## config.mk

```make
export PLATFORM = sky130hd
export DESIGN_NAME = stage_mem_access_flat
export DESIGN_NICKNAME = d
export VERILOG_FILES = /design/src/rtl/stage_mem_access_if.sv /design/src/rtl/stage_mem_access.sv /design/src/flat_wrapper.sv
export SDC_FILE = /design/constraint.sdc
export NUM_CORES = 1
export LEC_CHECK = 0
export BUFFER_PORTS_ARGS = -buffer_cell sky130_fd_sc_hd__buf_2
export CORE_MARGIN = 4
export CORE_UTILIZATION = 35
export CTS_BUF_LIST = sky130_fd_sc_hd__clkbuf_2
export CTS_CLUSTER_SIZE = 20
export DETAILED_ROUTE_END_ITERATION = 6
export GPL_TIMING_DRIVEN = 1
export HOLD_SLACK_MARGIN = 0.12
export PLACE_DENSITY = 0.72
export SETUP_SLACK_MARGIN = 0.5
export SYNTH_ARGS = -nofsm -noshare
export SYNTH_HDL_FRONTEND = slang
export SYNTH_SLANG_ARGS = --single-unit
```

## constraint.sdc

```tcl
create_clock -name clk -period 3.85 [get_ports clk]
set_clock_uncertainty 0.15 [all_clocks]
set_input_delay 0.1925 -clock clk [delete_from_list [all_inputs] [get_ports clk]]
set_output_delay 0.1925 -clock clk [all_outputs]
set_load 0.01 [all_outputs]
```

## src/rtl/stage_mem_access_if.sv

```systemverilog
// Bundle of the execute, data-cache and writeback signals of the memory stage.
// The stage uses the slave view; the surrounding pipeline/bench uses the master view.
interface stage_mem_access_if;
    logic        ex_valid;
    logic        ex_ready;
    logic        ex_is_load;
    logic        ex_is_store;
    logic [2:0]  ex_funct3;
    logic [31:0] ex_addr;
    logic [31:0] ex_store_data;
    logic [31:0] ex_alu_result;
    logic [4:0]  ex_rd;
    logic        ex_rd_we;
    logic        data_read;
    logic        data_write;
    logic [31:0] data_addr;
    logic [3:0]  data_mbe;
    logic [31:0] data_wdata;
    logic [31:0] data_rdata;
    logic        data_resp;
    logic        wb_valid;
    logic        wb_we;
    logic [4:0]  wb_rd;
    logic [31:0] wb_data;
    logic        mem_err;
    logic        mem_timeout;

    modport slave (
        input  ex_valid, ex_is_load, ex_is_store, ex_funct3, ex_addr, ex_store_data,
               ex_alu_result, ex_rd, ex_rd_we, data_rdata, data_resp,
        output ex_ready, data_read, data_write, data_addr, data_mbe, data_wdata,
               wb_valid, wb_we, wb_rd, wb_data, mem_err, mem_timeout
    );

    modport master (
        output ex_valid, ex_is_load, ex_is_store, ex_funct3, ex_addr, ex_store_data,
               ex_alu_result, ex_rd, ex_rd_we, data_rdata, data_resp,
        input  ex_ready, data_read, data_write, data_addr, data_mbe, data_wdata,
               wb_valid, wb_we, wb_rd, wb_data, mem_err, mem_timeout
    );
endinterface

```

## src/rtl/stage_mem_access.sv

```systemverilog
// RV32I memory stage: issues one data-cache access per load/store, aligns load
// data, builds store lanes/byte enables and emits one writeback pulse per instruction.
module stage_mem_access #(
    parameter int MAX_WAIT = 0
) (
    input  logic                clk,
    input  logic                rst,
    stage_mem_access_if.slave   bus
);
    typedef enum logic {IDLE, ACCESS} state_e;

    localparam int CW = (MAX_WAIT > 1) ? $clog2(MAX_WAIT + 1) : 1;

    state_e        state_q, state_d;
    logic [CW-1:0] wait_q, wait_d;
    logic [31:0]   addr_q, addr_d;
    logic [31:0]   wdata_q, wdata_d;
    logic [3:0]    mbe_q, mbe_d;
    logic [2:0]    funct3_q, funct3_d;
    logic          is_load_q, is_load_d;
    logic [4:0]    rd_q, rd_d;
    logic          we_q, we_d;
    logic          wb_valid_q, wb_valid_d;
    logic          wb_we_q, wb_we_d;
    logic [4:0]    wb_rd_q, wb_rd_d;
    logic [31:0]   wb_data_q, wb_data_d;
    logic          mem_err_q, mem_err_d;
    logic          mem_timeout_q, mem_timeout_d;

    logic          is_mem, legal_f3, misaligned, bad_op, timeout_hit;
    logic [31:0]   lane;
    logic [31:0]   load_val;

    always_comb begin
        is_mem = bus.ex_is_load | bus.ex_is_store;
        legal_f3 = 1'b0;
        case (bus.ex_funct3)
            3'b000, 3'b001, 3'b010: legal_f3 = 1'b1;
            3'b100, 3'b101:         legal_f3 = bus.ex_is_load;
            default:                legal_f3 = 1'b0;
        endcase
        misaligned = ((bus.ex_funct3[1:0] == 2'b01) && bus.ex_addr[0]) ||
                     ((bus.ex_funct3[1:0] == 2'b10) && (bus.ex_addr[1:0] != 2'b00));
        // A load that is also flagged as a store has no defined meaning.
        bad_op = is_mem & ((bus.ex_is_load & bus.ex_is_store) | ~legal_f3 | misaligned);
    end

    always_comb begin
        lane = bus.data_rdata >> {addr_q[1:0], 3'b000};
        case (funct3_q)
            3'b000:  load_val = {{24{lane[7]}}, lane[7:0]};
            3'b001:  load_val = {{16{lane[15]}}, lane[15:0]};
            3'b100:  load_val = {24'd0, lane[7:0]};
            3'b101:  load_val = {16'd0, lane[15:0]};
            default: load_val = bus.data_rdata;
        endcase
    end

    assign timeout_hit = (MAX_WAIT != 0) && (wait_q == CW'(MAX_WAIT - 1));

    always_comb begin
        state_d       = state_q;
        wait_d        = wait_q;
        addr_d        = addr_q;
        wdata_d       = wdata_q;
        mbe_d         = mbe_q;
        funct3_d      = funct3_q;
        is_load_d     = is_load_q;
        rd_d          = rd_q;
        we_d          = we_q;
        wb_valid_d    = 1'b0;
        wb_we_d       = 1'b0;
        wb_rd_d       = wb_rd_q;
        wb_data_d     = wb_data_q;
        mem_err_d     = 1'b0;
        mem_timeout_d = 1'b0;
        case (state_q)
            IDLE: begin
                if (bus.ex_valid) begin
                    if (!is_mem) begin
                        wb_valid_d = 1'b1;
                        wb_we_d    = bus.ex_rd_we & (bus.ex_rd != 5'd0);
                        wb_rd_d    = bus.ex_rd;
                        wb_data_d  = bus.ex_alu_result;
                    end else if (bad_op) begin
                        wb_valid_d = 1'b1;
                        wb_rd_d    = bus.ex_rd;
                        wb_data_d  = 32'd0;
                        mem_err_d  = 1'b1;
                    end else begin
                        state_d   = ACCESS;
                        wait_d    = '0;
                        addr_d    = bus.ex_addr;
                        funct3_d  = bus.ex_funct3;
                        is_load_d = bus.ex_is_load;
                        rd_d      = bus.ex_rd;
                        we_d      = bus.ex_rd_we & (bus.ex_rd != 5'd0);
                        if (bus.ex_is_load) begin
                            mbe_d   = 4'b0000;
                            wdata_d = 32'd0;
                        end else begin
                            wdata_d = bus.ex_store_data << {bus.ex_addr[1:0], 3'b000};
                            case (bus.ex_funct3[1:0])
                                2'b00:   mbe_d = 4'b0001 << bus.ex_addr[1:0];
                                2'b01:   mbe_d = 4'b0011 << bus.ex_addr[1:0];
                                default: mbe_d = 4'b1111;
                            endcase
                        end
                    end
                end
            end
            ACCESS: begin
                if (bus.data_resp) begin
                    state_d    = IDLE;
                    wb_valid_d = 1'b1;
                    wb_we_d    = is_load_q & we_q;
                    wb_rd_d    = rd_q;
                    wb_data_d  = is_load_q ? load_val : 32'd0;
                end else if (timeout_hit) begin
                    state_d       = IDLE;
                    wb_valid_d    = 1'b1;
                    wb_rd_d       = rd_q;
                    wb_data_d     = 32'd0;
                    mem_timeout_d = 1'b1;
                end else begin
                    wait_d = wait_q + CW'(1);
                end
            end
            default: state_d = IDLE;
        endcase
    end

    always_ff @(posedge clk or posedge rst) begin
        if (rst) begin
            state_q       <= IDLE;
            wait_q        <= '0;
            addr_q        <= 32'd0;
            wdata_q       <= 32'd0;
            mbe_q         <= 4'd0;
            funct3_q      <= 3'd0;
            is_load_q     <= 1'b0;
            rd_q          <= 5'd0;
            we_q          <= 1'b0;
            wb_valid_q    <= 1'b0;
            wb_we_q       <= 1'b0;
            wb_rd_q       <= 5'd0;
            wb_data_q     <= 32'd0;
            mem_err_q     <= 1'b0;
            mem_timeout_q <= 1'b0;
        end else begin
            state_q       <= state_d;
            wait_q        <= wait_d;
            addr_q        <= addr_d;
            wdata_q       <= wdata_d;
            mbe_q         <= mbe_d;
            funct3_q      <= funct3_d;
            is_load_q     <= is_load_d;
            rd_q          <= rd_d;
            we_q          <= we_d;
            wb_valid_q    <= wb_valid_d;
            wb_we_q       <= wb_we_d;
            wb_rd_q       <= wb_rd_d;
            wb_data_q     <= wb_data_d;
            mem_err_q     <= mem_err_d;
            mem_timeout_q <= mem_timeout_d;
        end
    end

    // Requests decode straight from the state register so an async reset kills them at once.
    assign bus.ex_ready    = (state_q == IDLE);
    assign bus.data_read   = (state_q == ACCESS) &  is_load_q;
    assign bus.data_write  = (state_q == ACCESS) & ~is_load_q;
    assign bus.data_addr   = {addr_q[31:2], 2'b00};
    assign bus.data_mbe    = mbe_q;
    assign bus.data_wdata  = wdata_q;
    assign bus.wb_valid    = wb_valid_q;
    assign bus.wb_we       = wb_we_q;
    assign bus.wb_rd       = wb_rd_q;
    assign bus.wb_data     = wb_data_q;
    assign bus.mem_err     = mem_err_q;
    assign bus.mem_timeout = mem_timeout_q;
endmodule

```

## src/flat_wrapper.sv

```systemverilog
// flat-port wrapper written by rule: the top's interface ports become plain ports
module stage_mem_access_flat 
#(
    parameter int MAX_WAIT = 0
)
  (clk, rst, bus_ex_valid, bus_ex_is_load, bus_ex_is_store, bus_ex_funct3, bus_ex_addr, bus_ex_store_data, bus_ex_alu_result, bus_ex_rd, bus_ex_rd_we, bus_data_rdata, bus_data_resp, bus_ex_ready, bus_data_read, bus_data_write, bus_data_addr, bus_data_mbe, bus_data_wdata, bus_wb_valid, bus_wb_we, bus_wb_rd, bus_wb_data, bus_mem_err, bus_mem_timeout);
  stage_mem_access_if bus_i ();
  input  logic clk;
  input  logic rst;
  input wire logic [$bits(bus_i.ex_valid)-1:0] bus_ex_valid;
  input wire logic [$bits(bus_i.ex_is_load)-1:0] bus_ex_is_load;
  input wire logic [$bits(bus_i.ex_is_store)-1:0] bus_ex_is_store;
  input wire logic [$bits(bus_i.ex_funct3)-1:0] bus_ex_funct3;
  input wire logic [$bits(bus_i.ex_addr)-1:0] bus_ex_addr;
  input wire logic [$bits(bus_i.ex_store_data)-1:0] bus_ex_store_data;
  input wire logic [$bits(bus_i.ex_alu_result)-1:0] bus_ex_alu_result;
  input wire logic [$bits(bus_i.ex_rd)-1:0] bus_ex_rd;
  input wire logic [$bits(bus_i.ex_rd_we)-1:0] bus_ex_rd_we;
  input wire logic [$bits(bus_i.data_rdata)-1:0] bus_data_rdata;
  input wire logic [$bits(bus_i.data_resp)-1:0] bus_data_resp;
  output wire logic [$bits(bus_i.ex_ready)-1:0] bus_ex_ready;
  output wire logic [$bits(bus_i.data_read)-1:0] bus_data_read;
  output wire logic [$bits(bus_i.data_write)-1:0] bus_data_write;
  output wire logic [$bits(bus_i.data_addr)-1:0] bus_data_addr;
  output wire logic [$bits(bus_i.data_mbe)-1:0] bus_data_mbe;
  output wire logic [$bits(bus_i.data_wdata)-1:0] bus_data_wdata;
  output wire logic [$bits(bus_i.wb_valid)-1:0] bus_wb_valid;
  output wire logic [$bits(bus_i.wb_we)-1:0] bus_wb_we;
  output wire logic [$bits(bus_i.wb_rd)-1:0] bus_wb_rd;
  output wire logic [$bits(bus_i.wb_data)-1:0] bus_wb_data;
  output wire logic [$bits(bus_i.mem_err)-1:0] bus_mem_err;
  output wire logic [$bits(bus_i.mem_timeout)-1:0] bus_mem_timeout;
  assign bus_i.ex_valid = bus_ex_valid;
  assign bus_i.ex_is_load = bus_ex_is_load;
  assign bus_i.ex_is_store = bus_ex_is_store;
  assign bus_i.ex_funct3 = bus_ex_funct3;
  assign bus_i.ex_addr = bus_ex_addr;
  assign bus_i.ex_store_data = bus_ex_store_data;
  assign bus_i.ex_alu_result = bus_ex_alu_result;
  assign bus_i.ex_rd = bus_ex_rd;
  assign bus_i.ex_rd_we = bus_ex_rd_we;
  assign bus_i.data_rdata = bus_data_rdata;
  assign bus_i.data_resp = bus_data_resp;
  assign bus_ex_ready = bus_i.ex_ready;
  assign bus_data_read = bus_i.data_read;
  assign bus_data_write = bus_i.data_write;
  assign bus_data_addr = bus_i.data_addr;
  assign bus_data_mbe = bus_i.data_mbe;
  assign bus_data_wdata = bus_i.data_wdata;
  assign bus_wb_valid = bus_i.wb_valid;
  assign bus_wb_we = bus_i.wb_we;
  assign bus_wb_rd = bus_i.wb_rd;
  assign bus_wb_data = bus_i.wb_data;
  assign bus_mem_err = bus_i.mem_err;
  assign bus_mem_timeout = bus_i.mem_timeout;
  stage_mem_access #(.MAX_WAIT(MAX_WAIT)) u_core (.clk(clk), .rst(rst), .bus(bus_i));
endmodule
```

==> results.toml, run 1 <==
[run_status]
outcome = "did not finish"
haltStage = "clock tree synthesis"
error_line = "[ERROR RSZ-0060] Max buffer count reached."

[synthesis]
synth_top_family_by_area = "compound AO/OA/AOI/OAI gates"
yosys.area_share.simple = 0.1159
synthAdderAreaFrac = 0
seq_area_frac_synth = 0.4698
synth_xor_area_frac = 0.002764
syn_inst = 619
synth_seq_cells = 119
synth_edf_count = 0
synth_ff_type = "dfrtp_1"
netlist_area_um2 = 6339
synth_compound_area_frac = 0.1887
ys_warn_count = 0
synth_area_per_cell_um2 = 10.24
synth_mux_area_frac = 0.1421
yosysUniqueCellTypes = 44
async_flop_share = 1.000

[place]
io_buffers = 251
dp_hpwl_um = 14580
routabilityCongestion = 0.8403

[cts]
cts_buffers = 17
cts_buffer_depth = 2
htree_levels = 4
cts_hold_buf = 212
clock_sinks = 119
postCtsSetupBuffers = 0
cts_resized = 0
cts_root_buf = "clkbuf_2"

[floorplanning]
start_util = 0.3614
fp-row-count = 48
io_pins = 255
fp.dieH_um = 142.6
die_x_um = 142.6
-- through the flow --
stage	cell area (um2)	util	hold slack (ps)	cells	worst slack, ps
after detailed placement	7497	0.4275	277.7	1023	766.0
after global placement	7497	0.4275	272.7	1023	838.1
after floorplan	6350	-	138.9	621	1739
-- cell usage after synthesis (17+ instances only) --
master | n | area share
dfrtp_1 | 119 | 0.47
nand2_1 | 72 | 0.043
nor2_1 | 47 | 0.028
mux2_4 | 39 | 0.092
buf_4 | 33 | 0.039
clkbuf_1 | 29 | 0.017
mux2i_1 | 27 | 0.043
a31oi_1 | 25 | 0.025
o31ai_1 | 25 | 0.030
a21oi_1 | 22 | 0.017
a22oi_1 | 22 | 0.026
o21ai_0 | 17 | 0.013
-- cell families after synthesis --
kind of cell,count (synthesis)
AOI/OAI and AO/OA,171
xor gates and xnor gates,2
buffers and inverters,89
DFF,119
muxes,70
other,1
and+or+nand+nor,167
==> run 2, diff against run 1 <==
--- a/config.mk
+++ b/config.mk
@@ -7,14 +7,10 @@
 export LEC_CHECK = 0
 export BUFFER_PORTS_ARGS = -buffer_cell sky130_fd_sc_hd__buf_2
 export CORE_MARGIN = 4
-export CORE_UTILIZATION = 35
-export CTS_BUF_LIST = sky130_fd_sc_hd__clkbuf_2
-export CTS_CLUSTER_SIZE = 20
+export CORE_UTILIZATION = 20
 export DETAILED_ROUTE_END_ITERATION = 6
 export GPL_TIMING_DRIVEN = 1
-export HOLD_SLACK_MARGIN = 0.12
-export PLACE_DENSITY = 0.72
-export SETUP_SLACK_MARGIN = 0.5
+export PLACE_DENSITY_LB_ADDON = 0.15
 export SYNTH_ARGS = -nofsm -noshare
 export SYNTH_HDL_FRONTEND = slang
 export SYNTH_SLANG_ARGS = --single-unit
==> run 2 against run 1 <==
  * The flow now finishes without violations
  * Synthesized cell count is the same
  * Synthesized area is the same
==> results.toml, run 2 <==
[worst_setup_path]
worstPathRequired_ps = 4050
crit_cells = 8
r2r_cells = 4
timing.rr.start = "u_core.funct3_q[1]$_DFFE_PP0P_"
critical_path_peak_fanout = 63
timing.rr.end = "u_core.bus.wb_data[30]$_DFFE_PP0P_"
worst_path_largest_cell_delay_ps = 710
cpLargestDelayFamily = "simple AND/OR/NAND/NOR gates"
critical_path_class = "input port to register"
critPathLaunchType = "input port"
critical_path_buf_inv_count = 3
endpoint_kind = "register"
r2r_slack_ps = 1190
slowest_stage = "or3b_4"
arrival_ps = 3130
cp_cell_sequence = "dlygate4sd3_1 -> buf_2 -> or4_1 -> a21boi_1 -> or3b_4 -> buf_4 -> a2111oi_0 -> a21o_1"

[power]
total_power_uw = 4871
p_sw_frac = 0.3276
powerDensity_nw_per_um2 = 520.9
power_switching_uw = 1596
pwr-share-comb = 0.286
power_leakage_uw = 0.004495
ir_drop_uv = 286.5
seqPwrFrac = 0.367
pwr-share-clk = 0.347
internal_power_uw = 3276

[sta]
rsz0062_at_grt = "false"
setup_viol = 0
setup_tns_ps = 0
worstMarginPinSlew_ps = 978.4
fin_crit_sh = 0.7608
timing.final.crit_period_ps = 2929
hold_viol_final = 0
clock.fmax_ghz = 0.3414
slew_headroom = 0.3477
slew_viol_final = 0

[floorplanning]
die_x_um = 186.0
fp.dieH_um = 186.0
io_pins = 255
die_area_um2 = 34610
fp-row-count = 64
core_area_um2 = 30910
start_util = 0.2051

[final_layout]
nNetsFinal = 1064
fill_cells = 3302
final_cells = 1332
layout_common_cells = "buf_2, dfrtp_1, dlygate4sd3_1"
final_common_cell = "buf_2"
layout-drive-gt1-share = 0.3737
area_growth_pct = 47.53

[synthesis]
synth_top_area_frac = 0.4698
synth_area_per_cell_um2 = 10.24
synth.most_common_cell = "dfrtp_1"
synth_ff_type = "dfrtp_1"
synthTopCellsByCount = "dfrtp_1, nand2_1, nor2_1"
async_flop_share = 1.000
synth_seq_cells = 119
yosysUniqueCellTypes = 44
synth_top_cells_by_area = "dfrtp_1, mux2_4, mux2i_1"
ys_warn_count = 0
synth_area_leader_cell = "dfrtp_1"
netlist_area_um2 = 6339
synth_edf_count = 0
syn_inst = 619
seq_area_frac_synth = 0.4698

[global_routing]
overflow = 0
grt_pass1_wl_um = 35970
antenna_found_initial = 4
grt_pass1_vias = 5982
track_usage = 0.1349
grt_max_degree = 99

[place]
dp_hpwl_um = 16980
io_buffers = 251
place_inst = 1198
routabilityCongestion = 0.7655

[flow_run]
maxCapViolCount = 0

[routing]
drt-initial-drc-count = 316
wl_per_cell_um = 17.97
num_vias = 5773
via_per_inst = 4.334
antenna_left = 0
wirelength_um = 23930
drcViolationCount = 0
dr.pass1.iters = 5

[cts]
cts_resized = 0
cts_root_buf = "clkbuf_16"
postCtsSetupBuffers = 0
cts_tree = "yes"
cts_buffer_depth = 2
cts_hold_buf = 100
cts.reportedPaths.clkPinSlew_ps = 60
clock_latency_ps = 410
htree_levels = 4
cts_buffers = 17
clock_sinks = 119

[hold_path]
min_from = "bus_ex_alu_result[13]"
min_to = "u_core.bus.wb_data[13]$_DFFE_PP0P_"
holdCritPathClass = "input port to register"
holdPathStages = 5

[run_status]
outcome = "finished, final reports clean"
-- run 2: cell counts after synthesis --
No cell type changed its count.
-- run 2: worst max path at each step --
stage | startpoint | slack, ps | endpoint
2_1_floorplan | rst | 350 | u_core.addr_q[0]$_DFFE_PP0P_
3_3_place_gp | bus_ex_addr[0] | 980 | u_core.addr_q[11]$_DFFE_PP0P_
3_5_place_dp | bus_ex_addr[0] | 950 | u_core.addr_q[11]$_DFFE_PP0P_
4_1_cts | bus_ex_funct3[0] | 950 | u_core.bus.data_wdata[31]$_DFFE_PP0P_
5_1_grt | bus_ex_funct3[0] | 760 | u_core.bus.data_wdata[31]$_DFFE_PP0P_
6_report | bus_ex_funct3[0] | 920 | u_core.bus.data_wdata[31]$_DFFE_PP0P_
-- run 2: layout make-up --
| type | count | area [um2] | share of cell area |
|---|---|---|---|
| tap | 396 | 495.5 | 0.05298 |
| sequential | 119 | 2978 | 0.3184 |
| inverter | 7 | 31.28 | 0.003345 |
| antenna | 2 | 5.005 | 0.0005352 |
| timing repair buffer | 363 | 2360 | 0.2523 |
| multi-input combinational | 413 | 2879 | 0.3079 |
| clock inverter | 14 | 173.9 | 0.01860 |
| clock buffer | 18 | 429.2 | 0.04589 |
-- run 2: power by group through the flow --
| stage | sequential, uW | combinational (uW) | clock, uW |
|---|---|---|---|
| after floorplan | 1780 | 918 | 0 |
| after global placement | 1820 | 1320 | 0 |
| after detailed placement | 1810 | 1330 | 0 |
| after CTS | 1800 | 1420 | 1750 |
| after global routing | 1840 | 1530 | 1810 |
| final | 1790 | 1390 | 1690 |
-- run 2: routing by layer --
| metal | routed length, um | up-vias | GRT usage |
|---|---|---|---|
| met5 | 14 | - | 0 |
| met2 | 10790 | 202 | 0.2081 |
| li1 | - | 2800 | - |
| met3 | 1779 | 19 | 0.04299 |
| met4 | 245 | 4 | 0.03206 |
| met1 | 11100 | 2748 | 0.1846 |
-- run 2: cells by family after synthesis --
logic type,after synthesis,synth area share
other cells,1,0.0005916
buf+inv,89,0.08014
compound gates,171,0.1887
xor+xnor,2,0.002764
simple gates,167,0.1159
mux,70,0.1421
flops,119,0.4698
-- run 2: per-stage QoR --
stage,setup WS [ps],utilization,instance area (um2),hold WS [ps]
3_5_place_dp,946.5,0.2505,7742,279.3
6_report,920.7,0.3025,9351,25.54
2_1_floorplan,350.0,-,6346,138.9
5_1_grt,763.8,0.3025,9351,7.766
4_1_cts,946.0,0.3024,9346,0.9578
3_3_place_gp,981.9,0.2505,7742,274.9
-- run 2: worst reg2reg max path: cells and delay by family, from the launching register on --
kind	cells	cell delay (ps)
AOI/OAI and AO/OA	2	340
and+or+nand+nor	1	720
buffers and inverters	1	610
DFF	1	750
Note: power is estimated with default switching activity, not from simulation.
==> run 3, diff against run 2 <==
==> constraint.sdc (replaced) <==
create_clock -name clk -period 2.59 [get_ports clk]
set_clock_uncertainty 0.15 [all_clocks]
set_input_delay 0.1295 -clock clk [delete_from_list [all_inputs] [get_ports clk]]
set_output_delay 0.1295 -clock clk [all_outputs]
set_load 0.01 [all_outputs]
==> run 3 against run 2 <==
  * Sequential share of layout area down 1.0 points
  * Power up 48%
  * First-iteration DRC count down 16%
  * Combinational power up 60%
  * Cell count up 2.2%
  * Cell area up 3.4%
  * Non-clock buffer count up 32
  * Flip-flop and latch count unchanged
  * Wire length up 0.49%
  * Die area unchanged
  * Largest cell class unchanged
==> results.toml, run 3 (same netlist as run 2, synthesis figures left out) <==
[worst_setup_path]
path_common_cell = "dlygate4sd3_1"
arrival_ps = 2600
timing.rr.start = "u_core.addr_q[1]$_DFFE_PP0P_"
endpoint_kind = "register"
critical_path_class = "input port to register"
worst_path_largest_cell_delay_ps = 550
timing.rr.end = "u_core.bus.wb_data[5]$_DFFE_PP0P_"
critical_path_peak_fanout = 10
cp_cell_sequence = "dlygate4sd3_1 -> buf_2 -> nor3b_1 -> o21a_1 -> buf_4 -> or2_2 -> a31oi_1 -> nand2_1 -> dlygate4sd3_1"
cpLargestDelayFamily = "buffers and inverters"
r2r_cells = 6
critPathLaunchType = "input port"
critical_path_buf_inv_count = 4
slowest_stage = "dlygate4sd3_1"
r2r_slack_ps = 180
worstPathRequired_ps = 2740

[global_routing]
overflow = 0
grt_pass1_vias = 6076
grt_max_degree = 120
grt_pass1_wl_um = 36130
antenna_found_initial = 2
track_usage = 0.1361

[hold_path]
min_from = "bus_ex_is_load"
min_to = "u_core.is_load_q$_DFFE_PP0P_"
holdPathStages = 2
holdCritPathClass = "input port to register"

[cts]
postCtsSetupBuffers = 0
cts_buffer_depth = 2
htree_levels = 4
clock_latency_ps = 420
cts_buffers = 17
cts_tree = "yes"
cts_root_buf = "clkbuf_16"
cts.reportedPaths.clkPinSlew_ps = 60
clock_sinks = 119

[final_layout]
regArea_um2 = 2978
final_cells = 1361
antenna_cells = 0
multi_input_area_um2 = 2902
nNetsFinal = 1096
layout-drive-gt1-share = 0.3772
final_common_cell = "buf_2"
layout_common_cells = "buf_2, dlygate4sd3_1, dfrtp_1"
area_growth_pct = 52.55
fill_cells = 3258

[routing]
wl_per_cell_um = 17.67
drcViolationCount = 0
num_vias = 5898
dr.pass1.iters = 5
drt-initial-drc-count = 267
wirelength_um = 24050
antenna_left = 0
via_per_inst = 4.334

[floorplanning]
start_util = 0.2051
fp.dieH_um = 186.0
core_area_um2 = 30910
fp-row-count = 64
die_x_um = 186.0
die_area_um2 = 34610
io_pins = 255

[power]
powerDensity_nw_per_um2 = 746.1
ir_drop_uv = 448.4
power_leakage_uw = 0.004642
total_power_uw = 7214

[place]
io_buffers = 251
routabilityCongestion = 0.7610
dpl_worst_slack_ps = 210.3
place_inst = 1209
dp_hpwl_um = 17270

[sta]
layout_setup_ws_ps = 144.4
setup_tns_ps = 0
worstMarginPinSlew_ps = 708.7
timing.final.crit_period_ps = 2446
fin_crit_sh = 0.9442
rsz0062_at_grt = "false"
slew_headroom = 0.5257
clock.fmax_ghz = 0.4089
setup_viol = 0
hold_viol_final = 0
slew_viol_final = 0

[run_status]
outcome = "finished, final reports clean"

[flow_run]
maxCapViolCount = 0
-- run 3: changes by cell type in the layout (fill, tap and decap cells not counted), sizes merged --
cell,before,now
dlygate4sd3,100,121
buf,263,274
clkbuf,18,22
inv,10,6
diode,2,0
bufinv,3,2
clkinv,4,5
clkinvlp,4,3
-- run 3: worst reg2reg max path: stages, from the launching register on --
cell,delay [ps]
dfrtp_1,410
buf_4,240
nand2b_1,190
o32ai_1,490
a2bb2oi_1,210
dlygate4sd3_1,560
a21oi_1,60
-- run 3: where the power goes --
group	internal (uW)	total, uW	switching, uW
sequential	2300	2600	300
clock	1480	2380	898
combinational	1130	2230	1110
total	4910	7210	2300
-- run 3: what timing repair did --
item                       CTS  global route
setup endpoints to repair    0             5
gates resized for setup      0             6
hold buffers               121             0
hold endpoints to repair   224             0
-- run 3: metrics by stage --
step                instance area, um2  utilization  hold slack [ps]
floorplan                         6350            -            75.95
global placement                  7861       0.2543            211.2
detailed placement                7861       0.2543            215.1
CTS                               9647       0.3121            1.150
global route                      9669       0.3128            19.01
finish                            9669       0.3128           0.4184
-- run 3: worst max-delay path by stage --
stage / endpoint / startpoint / cells past startpoint
global route: u_core.bus.wb_data[10]$_DFFE_PP0P_ / bus_ex_is_store / 9
CTS: u_core.bus.wb_data[10]$_DFFE_PP0P_ / u_core.addr_q[1]$_DFFE_PP0P_ / 6
detailed placement: u_core.rd_q[3]$_DFFE_PP0P_ / bus_ex_addr[0] / 6
finish: u_core.bus.wb_data[10]$_DFFE_PP0P_ / bus_ex_is_store / 9
global placement: u_core.addr_q[10]$_DFFE_PP0P_ / bus_ex_addr[0] / 6
floorplan: u_core.bus.wb_data[16]$_DFFE_PP0P_ / u_core.addr_q[1]$_DFFE_PP0P_ / 7
-- run 3: layout make-up --
| type | count | area share |
|---|---|---|
| Tap cell | 396 | 0.05124 |
| Clock buffer | 22 | 0.04904 |
| Clock inverter | 9 | 0.01035 |
| Multi-Input combinational cell | 413 | 0.3001 |
| Timing Repair Buffer | 395 | 0.2782 |
| Inverter | 7 | 0.003106 |
| Sequential cell | 119 | 0.3080 |
-- run 3: per-layer routing --
layer,vias up,share of wire,wire [um],global-route usage
met3,25,0.068,1625,0.04045
met5,-,0.00083,20,0
met4,4,0.013,321,0.03643
li1,2858,-,-,-
met1,2806,0.47,11310,0.1885
met2,205,0.45,10780,0.2074
